File: config.mk
export PLATFORM = sky130hd
export DESIGN_NAME = bin_clock_timekeeper
export DESIGN_NICKNAME = d
export VERILOG_FILES = /design/src/rtl/bin_clock_timekeeper.sv
export SDC_FILE = /design/constraint.sdc
export NUM_CORES = 1
export LEC_CHECK = 0
export CAP_MARGIN = 20
export CORE_ASPECT_RATIO = 2
export CORE_MARGIN = 5
export CORE_UTILIZATION = 61
export CTS_BUF_LIST = sky130_fd_sc_hd__clkbuf_2 sky130_fd_sc_hd__clkbuf_4 sky130_fd_sc_hd__clkbuf_8
export DETAILED_ROUTE_END_ITERATION = 8
export PLACE_DENSITY = 0.82
export SYNTH_ARGS = -nofsm -noshare
export SYNTH_HDL_FRONTEND = slang
export SYNTH_SLANG_ARGS = --single-unit
File: constraint.sdc
create_clock -name clk -period 4.5 [get_ports clk]
set_clock_uncertainty 0.2 [all_clocks]
set_input_delay 0.9 -clock clk [delete_from_list [all_inputs] [get_ports clk]]
set_output_delay 0.9 -clock clk [all_outputs]
set_load 0.02 [all_outputs]
File: src/rtl/bin_clock_timekeeper.sv
// Binary clock timekeeping core: button sync/debounce, 1 Hz prescaler,
// 24 h time-of-day counter and RUN/SET_H/SET_M/SET_S mode FSM.
module bin_clock_timekeeper #(
  parameter int CLK_DIV   = 10_000_000,
  parameter int DB_CYCLES = 50_000
) (
  input  logic       clk,
  input  logic       rst,
  input  logic       btn_mode,
  input  logic       btn_inc,
  output logic [4:0] hours,
  output logic [5:0] minutes,
  output logic [5:0] seconds,
  output logic [1:0] mode,
  output logic       sec_tick,
  output logic       blink
);

  localparam int DBW = (DB_CYCLES > 1) ? $clog2(DB_CYCLES) : 1;
  localparam int PSW = (CLK_DIV > 1) ? $clog2(CLK_DIV) : 1;

  typedef enum logic [1:0] {
    S_RUN   = 2'd0,
    S_SET_H = 2'd1,
    S_SET_M = 2'd2,
    S_SET_S = 2'd3
  } state_t;

  state_t         r_state;
  state_t         w_state_next;
  logic [1:0]     w_raw;
  logic [1:0]     w_press;
  logic           w_press_mode;
  logic           w_press_inc;
  logic           w_tick;
  logic [PSW-1:0] r_presc;
  logic [4:0]     r_hours;
  logic [5:0]     r_minutes;
  logic [5:0]     r_seconds;
  logic           r_blink;

  assign w_raw = {btn_inc, btn_mode};

  for (genvar g = 0; g < 2; g++) begin : g_btn
    logic           r_sync1;
    logic           r_sync2;
    logic           r_stable;
    logic           r_stable_d;
    logic [DBW-1:0] r_cnt;

    // r_cnt counts consecutive synced samples that disagree with r_stable;
    // DB_CYCLES such samples in a row commit the new level.
    always_ff @(posedge clk or posedge rst) begin
      if (rst) begin
        r_sync1    <= 1'b0;
        r_sync2    <= 1'b0;
        r_stable   <= 1'b0;
        r_stable_d <= 1'b0;
        r_cnt      <= '0;
      end else begin
        r_sync1    <= w_raw[g];
        r_sync2    <= r_sync1;
        r_stable_d <= r_stable;
        if (r_sync2 == r_stable) begin
          r_cnt <= '0;
        end else if (r_cnt == DBW'(DB_CYCLES - 1)) begin
          r_stable <= r_sync2;
          r_cnt    <= '0;
        end else begin
          r_cnt <= r_cnt + DBW'(1);
        end
      end
    end

    assign w_press[g] = r_stable & ~r_stable_d;
  end

  assign w_press_mode = w_press[0];
  assign w_press_inc  = w_press[1];
  assign w_tick       = (r_presc == PSW'(CLK_DIV - 1));

  always_comb begin
    w_state_next = r_state;
    if (w_press_mode) begin
      case (r_state)
        S_RUN:   w_state_next = S_SET_H;
        S_SET_H: w_state_next = S_SET_M;
        S_SET_M: w_state_next = S_SET_S;
        S_SET_S: w_state_next = S_RUN;
        default: w_state_next = S_RUN;
      endcase
    end
  end

  always_ff @(posedge clk or posedge rst) begin
    if (rst) r_state <= S_RUN;
    else     r_state <= w_state_next;
  end

  // Leaving SET_S restarts the prescaler so the first running second is whole.
  always_ff @(posedge clk or posedge rst) begin
    if (rst)                                    r_presc <= '0;
    else if (w_press_mode && r_state == S_SET_S) r_presc <= '0;
    else if (w_tick)                             r_presc <= '0;
    else                                         r_presc <= r_presc + PSW'(1);
  end

  always_ff @(posedge clk or posedge rst) begin
    if (rst) begin
      r_hours   <= '0;
      r_minutes <= '0;
      r_seconds <= '0;
    end else if (r_state == S_RUN) begin
      if (w_tick) begin
        if (r_seconds == 6'd59) begin
          r_seconds <= '0;
          if (r_minutes == 6'd59) begin
            r_minutes <= '0;
            r_hours   <= (r_hours == 5'd23) ? '0 : r_hours + 5'd1;
          end else begin
            r_minutes <= r_minutes + 6'd1;
          end
        end else begin
          r_seconds <= r_seconds + 6'd1;
        end
      end
    end else if (w_press_inc && !w_press_mode) begin
      case (r_state)
        S_SET_H: r_hours   <= (r_hours == 5'd23) ? '0 : r_hours + 5'd1;
        S_SET_M: r_minutes <= (r_minutes == 6'd59) ? '0 : r_minutes + 6'd1;
        S_SET_S: r_seconds <= '0;
        default: ;
      endcase
    end
  end

  always_ff @(posedge clk or posedge rst) begin
    if (rst)                             r_blink <= 1'b0;
    else if (w_press_mode)               r_blink <= 1'b0;
    else if (r_state != S_RUN && w_tick) r_blink <= ~r_blink;
  end

  assign hours    = r_hours;
  assign minutes  = r_minutes;
  assign seconds  = r_seconds;
  assign mode     = r_state;
  assign sec_tick = w_tick;
  assign blink    = r_blink;

endmodule
==> reports/summary.txt, run 1 <==
Outcome = completed
Crit path launch type = flip-flop
Die Area = 8611 um^2
Total routed wirelength = 8286 um
Dpl hpwl = 6115 um
Logic pwr share = 0.022
Highest Clock Rate = 301.3 MHz
Arrival time of the worst setup path = 2220 ps
Max-cap violations = 0
Internal = 0.001083 W
Endpoints failing setup = 0
# rows = 42
Most common cell after layout, fill and taps aside = dfrtp_1
Ports = 25
Post-synth EDFFs = 0
Endpoints failing hold = 0
Crit path required time = 3400 ps
Ys flop type = dfrtp_1
Area of the multi-input gates = 1957 um^2
Initial antenna violation count = 0
Critical Setup Path Class = reg2out
Setup TNS = 0 ps
H-tree depth = 3
Chip height = 126.3 um
PortBufs = 24
Commonest non-fill, non-tap cells in the layout = dfrtp_1, nor2_1, nand2_1
Via-per-instance ratio = 5.739
Average size of a mapped cell = 9.922 um^2
Yosys cell types = 43
Hold crit path type = reg2reg
Die X = 68.17 um
Initial Util = 0.6234
Vias in the first global route = 3145
Leakage = 2.060 nW
Wire per inst = 15.46 um
Power Dens Cells = 295.8 nW/um^2
CORE AREA = 6621 um^2
GPL Wtd Cong = 0.9329
Worst Setup SP = r_presc[17]
RSZ-0062 raised after global routing = no
Synthesized area = 4128 um^2
Worst-Skew Late Latency = 360 ps
Worst setup EP type = output port
Tot Pwr = 0.001384 W
Share of layout cells above drive strength 1 = 0.07813
Post-route ant nets = 0
Ant diodes = 0
Synth Instances = 416
Final min period = 3319 ps
R2R Path Start = mode[0]
Worst slew pin tran = 900.1 ps
Maximum clock path buffer count = 2
Reg power frac = 0.553
Drc violations = 0
Sw power = 0.0003006 W
Critical Path Fanout Max = 5
Pin count of the biggest net entering global routing = 56
Clk network pwr share = 0.426
Flops & latches, synth = 84
Slew Limit Fails = 0
Net Count, Synth = 430
Sw Ratio = 0.2172
Final #Nets = 457
Area Growth Syn to Fin = 13.34%
Clock transition at the registers of the reported paths = 90 ps
Post-CTS setup buffer count = 0
Hold-fix buffers at CTS = 0
CTS tree = done
Filler cell count = 524
CTS buffer count = 9
Clock sinks = 84
First-pass GRT wire length = 13920 um
Total gr overflow = 0
Tot GR Track Use = 0.2129
Iteration-0 DRC count of the detailed router = 149
FF/Latch Area = 2102 um^2
Maximum VDD drop = 0.2435 mV
Max transition margin = 0.3993
CTS resizes = 0
CTS root buf = clkbuf_8
Register area share after synthesis = 0.5092
Tcrit/Tclk final = 0.7376
Post-synthesis async set-or-reset flop share = 1.000
Initial DRT Pass Iterations = 4
Worst hold path startpoint = g_btn[0].r_sync1
Yosys warns = 0
Via count = 3076
==> metal layers <==
layer	up-vias	GRT usage	wire, um
met5	-	0	0
met4	0	0.1079	237
met3	20	0.04159	193
met2	57	0.3896	4742
met1	1514	0.2158	3113
li1	1485	-	-
==> power by group through the flow <==
stage	logic [W]	clock network [W]	registers [W]
final	0.0000300	0.000589	0.000765
after global routing	0.0000356	0.000632	0.000766
after CTS	0.0000317	0.000601	0.000765
after detailed placement	0.0000317	0	0.000780
after global placement	0.0000306	0	0.000780
after floorplan	0.0000208	0	0.000779
==> critical path, stage by stage, from the launching register on <==
cell,delay (ps)
dfrtp_1,470
nor4b_1,450
nand3_1,120
nor2_1,190
clkdlybuf4s50_1,640
==> sequential cells by signal (all words and copies together), names as in the netlist <==
name / flops
r_presc: 24
hours: 5
minutes: 6
mode: 2
g_btn.r_sync1: 2
g_btn.r_cnt: 32
seconds: 6
g_btn.r_sync2: 2
g_btn.r_stable: 2
g_btn.r_stable_d: 2
blink: 1
==> cells by family after synthesis <==
| group | Yosys count | share of synthesized area |
|---|---|---|
| and+or+nand+nor | 213 | 0.2613 |
| buffers and inverters | 18 | 0.01667 |
| AOI/OAI and AO/OA | 28 | 0.04335 |
| adders and majority gates | 10 | 0.03031 |
| xor gates and xnor gates | 54 | 0.1146 |
| muxes | 9 | 0.02455 |
| DFF | 84 | 0.5092 |
==> layout make-up <==
class,count,share of cell area
well taps,88,0.02354
flip-flops and latches,84,0.4493
inverters,8,0.006686
multi-input cells,314,0.4183
clock buffers,9,0.02648
clock inverters,7,0.02113
repair buffers,26,0.05456
==> metrics by stage <==
stage | std cells | worst slack (ps) | instance area [um^2] | util | hold WS, ps
floorplan | 416 | 1235 | 4128 | - | 131.2
global placement | 520 | 1621 | 4456 | 0.6729 | 132.4
detailed placement | 520 | 1616 | 4456 | 0.6729 | 141.8
CTS | 536 | 1214 | 4678 | 0.7065 | 162.1
global route | 536 | 1046 | 4678 | 0.7065 | 168.9
finish | 536 | 1181 | 4678 | 0.7065 | 163.1
==> cells in the mapped netlist, types with 9 or more instances <==
master   number  area share
nor3_1       14       0.017
nand3_1      26       0.032
and3_1       17       0.026
ha_1         10       0.030
nand4_1      14       0.021
xor2_1       25       0.053
dfrtp_1      84        0.51
mux2_2        9       0.025
nor2_1       77       0.070
xnor2_1      29       0.062
nand2_1      31       0.028
o21ai_0      15       0.018
==> path summary, 6_finish.rpt <==
kind	slack, ps	to	cells after the start
hold reg to reg	160	g_btn[0].r_sync2	0
setup / recovery	1180	sec_tick	4
setup reg to reg	1860	seconds[4]	6
min in group asynchronous	830	g_btn[0].r_cnt[8]	2
hold / removal	160	g_btn[0].r_sync2	0
max in group asynchronous	2520	g_btn[1].r_cnt[6]	3
(Power assumes the default switching activity.)
==> inputs of run 2 (changes only) <==
clock period = 3.45 ns   (was 4.5 ns; I/O delays follow)
==> run 2 against run 1 <==
Compared with the run above: combinational power is 34% higher; first-iteration DRC count is 23% higher; sequential share of layout area is 0.21 points higher; register-to-register slack worse by 990 ps; wire length is 4.9% lower; critical path type unchanged; largest power group unchanged.
==> reports/summary.txt, run 2 (synthesis gave the netlist of run 1 again) <==
# rows = 42 (unchanged)
Share of layout cells above drive strength 1 = 0.07606 (-0.002062)
Via-per-instance ratio = 5.733 (-0.11%)
Clock transition at the registers of the reported paths = 80 ps (about the same)
Max reg flops = 32 (unchanged)
PortBufs = 24 (unchanged)
Final min period = 3053 ps
Hold crit path type = reg2reg
CTS buffer count = 9 (unchanged)
Die X = 68.17 um (unchanged)
Dpl hpwl = 5852 um (-4.3%)
Post-route ant nets = 0 (unchanged)
Worst hold path depth = 0 (unchanged)
Critical Setup Path Class = reg2out
Most common cell after layout, fill and taps aside = dfrtp_1
Wire per inst = 14.74 um (-4.7%)
Arrival time of the worst setup path = 2160 ps (-60 ps)
Largest Register = g_btn.r_cnt
Final instance area = 4657 um^2 (-0.45%)
Chip height = 126.3 um (unchanged)
Max transition margin = 0.4618 (+0.06254)
Maximum clock path buffer count = 2 (unchanged)
GPL Wtd Cong = 0.9090 (-2.6%)
Highest Clock Rate = 327.6 MHz
Hold-fix buffers at CTS = 0 (unchanged)
GRT Max-Usage Layer = met2
Worst hold path startpoint = g_btn[1].r_sync1
Clk network pwr share = 0.398 (-0.028)
Ant diodes = 0 (unchanged)
H-tree depth = 3 (unchanged)
Met3 track demand over resource = 0.04071 (-0.0008850)
R2R Path Start = mode[0]
Tot GR Track Use = 0.2007 (-0.01218)
Ports = 25 (unchanged)
Tcrit/Tclk final = 0.8849
Placed inst area = 4461 um^2 (+0.11%)
Commonest non-fill, non-tap cells in the layout = dfrtp_1, nor2_1, nand2_1
Max-cap violations = 0 (unchanged)
First-pass GRT wire length = 13430 um (-3.5%)
Iteration-0 DRC count of the detailed router = 183 (+23%)
Area Growth Syn to Fin = 12.82%
Sw power = 0.0003812 W (+27%)
Final #Nets = 456 (-0.22%)
Top delay family on crit path = simple AND/OR/NAND/NOR gates
Via count = 3067 (-0.29%)
Total gr overflow = 0 (unchanged)
Crit path required time = 2560 ps (-840 ps)
RSZ-0062 raised after global routing = no
Logic pwr share = 0.023 (about the same)
Hold EP = g_btn[1].r_sync2
Grt met2 use = 0.3635 (-0.02617)
CP max stage delay = 640 ps (about the same)
Slew Limit Fails = 0 (unchanged)
CORE AREA = 6621 um^2 (unchanged)
Worst slew pin tran = 806.4 ps (-93.70 ps)
Vias in the first global route = 3093 (-1.7%)
Grt met1 use = 0.2117 (-0.004058)
Critical Path Fanout Max = 6 (+1)
Die Area = 8611 um^2 (unchanged)
Initial DRT Pass Iterations = 4 (unchanged)
Outcome = completed
CTS resizes = 0 (unchanged)
Internal = 0.001344 W (+24%)
Worst setup EP type = output port
Initial Util = 0.6234 (unchanged)
Maximum VDD drop = 0.2561 mV (+5.2%)
Critical Path Slowest Stage Cell = clkdlybuf4s50_1
Crit path launch type = flip-flop
CTS tree = done
Cells after DPL = 519 (-0.19%)
Pin count of the biggest net entering global routing = 48 (-14%)
Setup TNS = 0 ps (unchanged)
Reg power frac = 0.578 (+0.025)
Clock sinks = 84 (unchanged)
Total routed wirelength = 7884 um (-4.9%)
Top flop regs = g_btn.r_cnt x32, r_presc x24
CTS root buf = clkbuf_8
Worst reg2reg endpoint = seconds[4]
Crit path buffers/inverters = 1 (unchanged)
Drc violations = 0 (unchanged)
Post-Layout Cell Count = 535 (-0.19%)
Power Dens Cells = 370.5 nW/um^2 (+25%)
Initial antenna violation count = 0 (unchanged)
Endpoints failing hold = 0 (unchanged)
Post-CTS setup buffer count = 0 (unchanged)
Filler cell count = 511 (-2.5%)
Sw Ratio = 0.2209 (+0.003728)
Endpoints failing setup = 0 (unchanged)
Worst-Skew Late Latency = 350 ps (about the same)
Worst r2r path cells = 6 (unchanged)
R2R Setup Slk = 870 ps (-990 ps)
CP Cell Sequence = nor4b_1, nand4_1, nor2_1, clkdlybuf4s50_1
Leakage = 2.038 nW (-1.1%)
==> run 2: area by class of cell <==
cell class                      count  area [um^2]  area share
Tap cell                           88        110.1     0.02364
Inverter                            8        31.28    0.006717
Sequential cell                    84         2102      0.4514
Timing Repair Buffer               25        260.3     0.05588
Clock inverter                      6        65.06     0.01397
Multi-Input combinational cell    314         1957      0.4202
Clock buffer                       10        131.4     0.02821
==> run 2: metal layers <==
metal	routed length, um	up-vias
met2	4484	44
met3	187	17
met5	0	-
met1	2982	1528
li1	-	1478
met4	229	0
==> run 2: how the worst max path moves through the flow <==
stage | slack, ps | cells past startpoint | end | from
final | 400 | 4 | sec_tick | r_presc[13]
after global routing | 230 | 4 | sec_tick | r_presc[17]
after CTS | 410 | 4 | sec_tick | r_presc[17]
after detailed placement | 800 | 4 | sec_tick | r_presc[17]
after global placement | 830 | 4 | sec_tick | r_presc[13]
after floorplan | 390 | 1 | blink | rst
==> run 2: per-stage QoR <==
| stage | setup slack (ps) | hold slack (ps) | utilization | power (W) |
|---|---|---|---|---|
| 6_report | 397.2 | 160.5 | 0.7033 | 0.001725 |
| 5_1_grt | 234.6 | 172.6 | 0.7033 | 0.001788 |
| 4_1_cts | 408.7 | 161.7 | 0.7033 | 0.001740 |
| 3_5_place_dp | 799.9 | 136.4 | 0.6737 | 0.001059 |
| 3_3_place_gp | 826.5 | 133.2 | 0.6737 | 0.001058 |
| 2_1_floorplan | 394.9 | 131.2 | - | 0.001043 |
==> run 2: power groups by stage <==
stage / combinational, W / clock (W) / sequential [W]
4_1_cts: 0.0000421 / 0.000700 / 0.000998
6_report: 0.0000401 / 0.000687 / 0.000998
5_1_grt: 0.0000468 / 0.000743 / 0.000999
3_3_place_gp: 0.0000407 / 0 / 0.00102
3_5_place_dp: 0.0000421 / 0 / 0.00102
2_1_floorplan: 0.0000271 / 0 / 0.00102
==> inputs of run 3 (changes only) <==
CORE_UTILIZATION = 55   (was 61)
PLACE_DENSITY = 0.75   (was 0.82)
==> run 3 against run 2 <==
Compared with the run above: first-iteration DRC count is 8.7% lower; combinational power down 1%; utilization decreased by 5.6 points; count of clock-buffer cells in the layout increased by 2; critical path type unchanged.
==> reports/summary.txt, run 3 (synthesis gave the netlist of run 1 again) <==
Wire per inst = 15.14 um (+2.7%)
Chip height = 132.5 um (+4.9%)
Iteration-0 DRC count of the detailed router = 167 (-8.7%)
RSZ-0062 raised after global routing = no
First-pass GRT wire length = 14080 um (+4.9%)
Arrival time of the worst setup path = 2190 ps (+30 ps)
Total routed wirelength = 8160 um (+3.5%)
CORE AREA = 7322 um^2 (+11%)
Tot GR Track Use = 0.1849 (-0.01583)
Maximum VDD drop = 0.3316 mV (+29%)
DR WL met3 = 213 um (+14%)
Crit path launch type = flip-flop
Via-per-instance ratio = 5.727 (about the same)
Placed inst area = 4466 um^2 (+0.11%)
Post-route ant nets = 0 (unchanged)
Vias in the first global route = 3223 (+4.2%)
Clock sinks = 84 (unchanged)
Die Area = 9442 um^2 (+9.7%)
Largest Register = g_btn.r_cnt
Hold crit path type = reg2reg
Outcome = completed
CTS resizes = 0 (unchanged)
Via count = 3087 (+0.65%)
Total gr overflow = 0 (unchanged)
Highest Clock Rate = 325.1 MHz (-0.75%)
Top flop regs = g_btn.r_cnt x32, r_presc x24
Worst slack, placed = 776.3 ps (-23.61 ps)
Endpoints failing hold = 0 (unchanged)
PortBufs = 24 (unchanged)
Most common cell after layout, fill and taps aside = dfrtp_1
H-tree depth = 3 (unchanged)
Clock transition at the registers of the reported paths = 80 ps (about the same)
# rows = 44 (+4.8%)
CTS buffer count = 9 (unchanged)
Drc violations = 0 (unchanged)
CTS tree = done
Tcrit/Tclk final = 0.8915 (+0.006677)
Final #Nets = 456 (unchanged)
Share of layout cells above drive strength 1 = 0.07606 (unchanged)
Ant diodes = 0 (unchanged)
Hold-fix buffers at CTS = 0 (unchanged)
DR top layer = met4
Worst setup EP type = output port
Critical Path Fanout Max = 6 (unchanged)
Dpl hpwl = 5917 um (+1.1%)
Crit path required time = 2560 ps (about the same)
Initial antenna violation count = 0 (unchanged)
Final WS setup = 374.2 ps (-23.04 ps)
CTS root buf = clkbuf_8
Final instance area = 4738 um^2 (+1.7%)
Worst-Skew Late Latency = 360 ps (about the same)
Initial Util = 0.5637 (-0.05965)
Ports = 25 (unchanged)
Post-CTS setup buffer count = 0 (unchanged)
Endpoints failing setup = 0 (unchanged)
Slew Limit Fails = 0 (unchanged)
Die X = 71.26 um (+4.5%)
Max transition margin = 0.5092 (+0.04740)
Leakage = 2.087 nW (+2.4%)
Area Growth Syn to Fin = 14.79%
Commonest non-fill, non-tap cells in the layout = dfrtp_1, nor2_1, nand2_1
Pin count of the biggest net entering global routing = 52 (+8.3%)
Max reg flops = 32 (unchanged)
Met2 wire length = 4693 um (+4.7%)
Critical Setup Path Class = reg2out
GPL Wtd Cong = 0.9350 (+2.9%)
Worst slew pin tran = 736.2 ps (-70.16 ps)
Initial DRT Pass Iterations = 4 (unchanged)
Power Dens Cells = 415.1 nW/um^2 (+12%)
M1 WL = 3008 um (+0.87%)
Final min period = 3076 ps (+23.04 ps)
Setup TNS = 0 ps (unchanged)
Max-cap violations = 0 (unchanged)
Maximum clock path buffer count = 2 (unchanged)
[run 3: worst max-delay path, cell delays in order, from the launching register on]
cell	delay, ps
dfrtp_1	460
nor4b_1	360
nand4_1	210
nor2_1	180
clkdlybuf4s50_1	630
[run 3: path summary, 6_finish.rpt]
check                            startpoint                   to  slack (ps)  cells after the start
setup / recovery                r_presc[13]             sec_tick         370                      4
hold / removal             g_btn[1].r_sync1     g_btn[1].r_sync2         150                      0
setup reg to reg                    mode[0]           seconds[4]         890                      6
hold reg to reg            g_btn[1].r_sync1     g_btn[1].r_sync2         150                      0
max in group asynchronous               rst  g_btn[0].r_stable_d        1890                      3
min in group asynchronous               rst           r_presc[4]         510                      2
[run 3: layout make-up]
| class | instances | area, um^2 |
|---|---|---|
| clock buffers | 12 | 152.6 |
| inverters | 8 | 31.28 |
| clock inverters | 4 | 120.1 |
| flip-flops and latches | 84 | 2102 |
| multi-input cells | 314 | 1957 |
| repair buffers | 25 | 260.3 |
| fillers | 590 | 2584 |
| well taps | 92 | 115.1 |
[run 3: where the power goes]
part	switching [W]	internal, W	total (W)	leakage, nW
clock	0.000339	0.000591	0.000929	0.138
combinational	0.0000283	0.0000113	0.0000396	0.804
sequential	0.00000631	0.000992	0.000998	1.15
total	0.000374	0.00159	0.00197	2.09
[run 3: layer usage]
layer,up-vias,GRT usage
met5,-,0
met3,22,0.03113
met1,1520,0.1801
li1,1491,-
met2,54,0.3530
met4,0,0.09833
[run 3: stage by stage]
step | cells | hold slack [ps] | util | total power (W)
after global placement | 523 | 132.7 | 0.6099 | 0.001058
final | 539 | 149.9 | 0.6471 | 0.001967
after detailed placement | 523 | 135.6 | 0.6099 | 0.001059
after global routing | 539 | 166.7 | 0.6471 | 0.002033
after floorplan | 416 | 131.2 | - | 0.001043
after CTS | 539 | 153.5 | 0.6471 | 0.001993
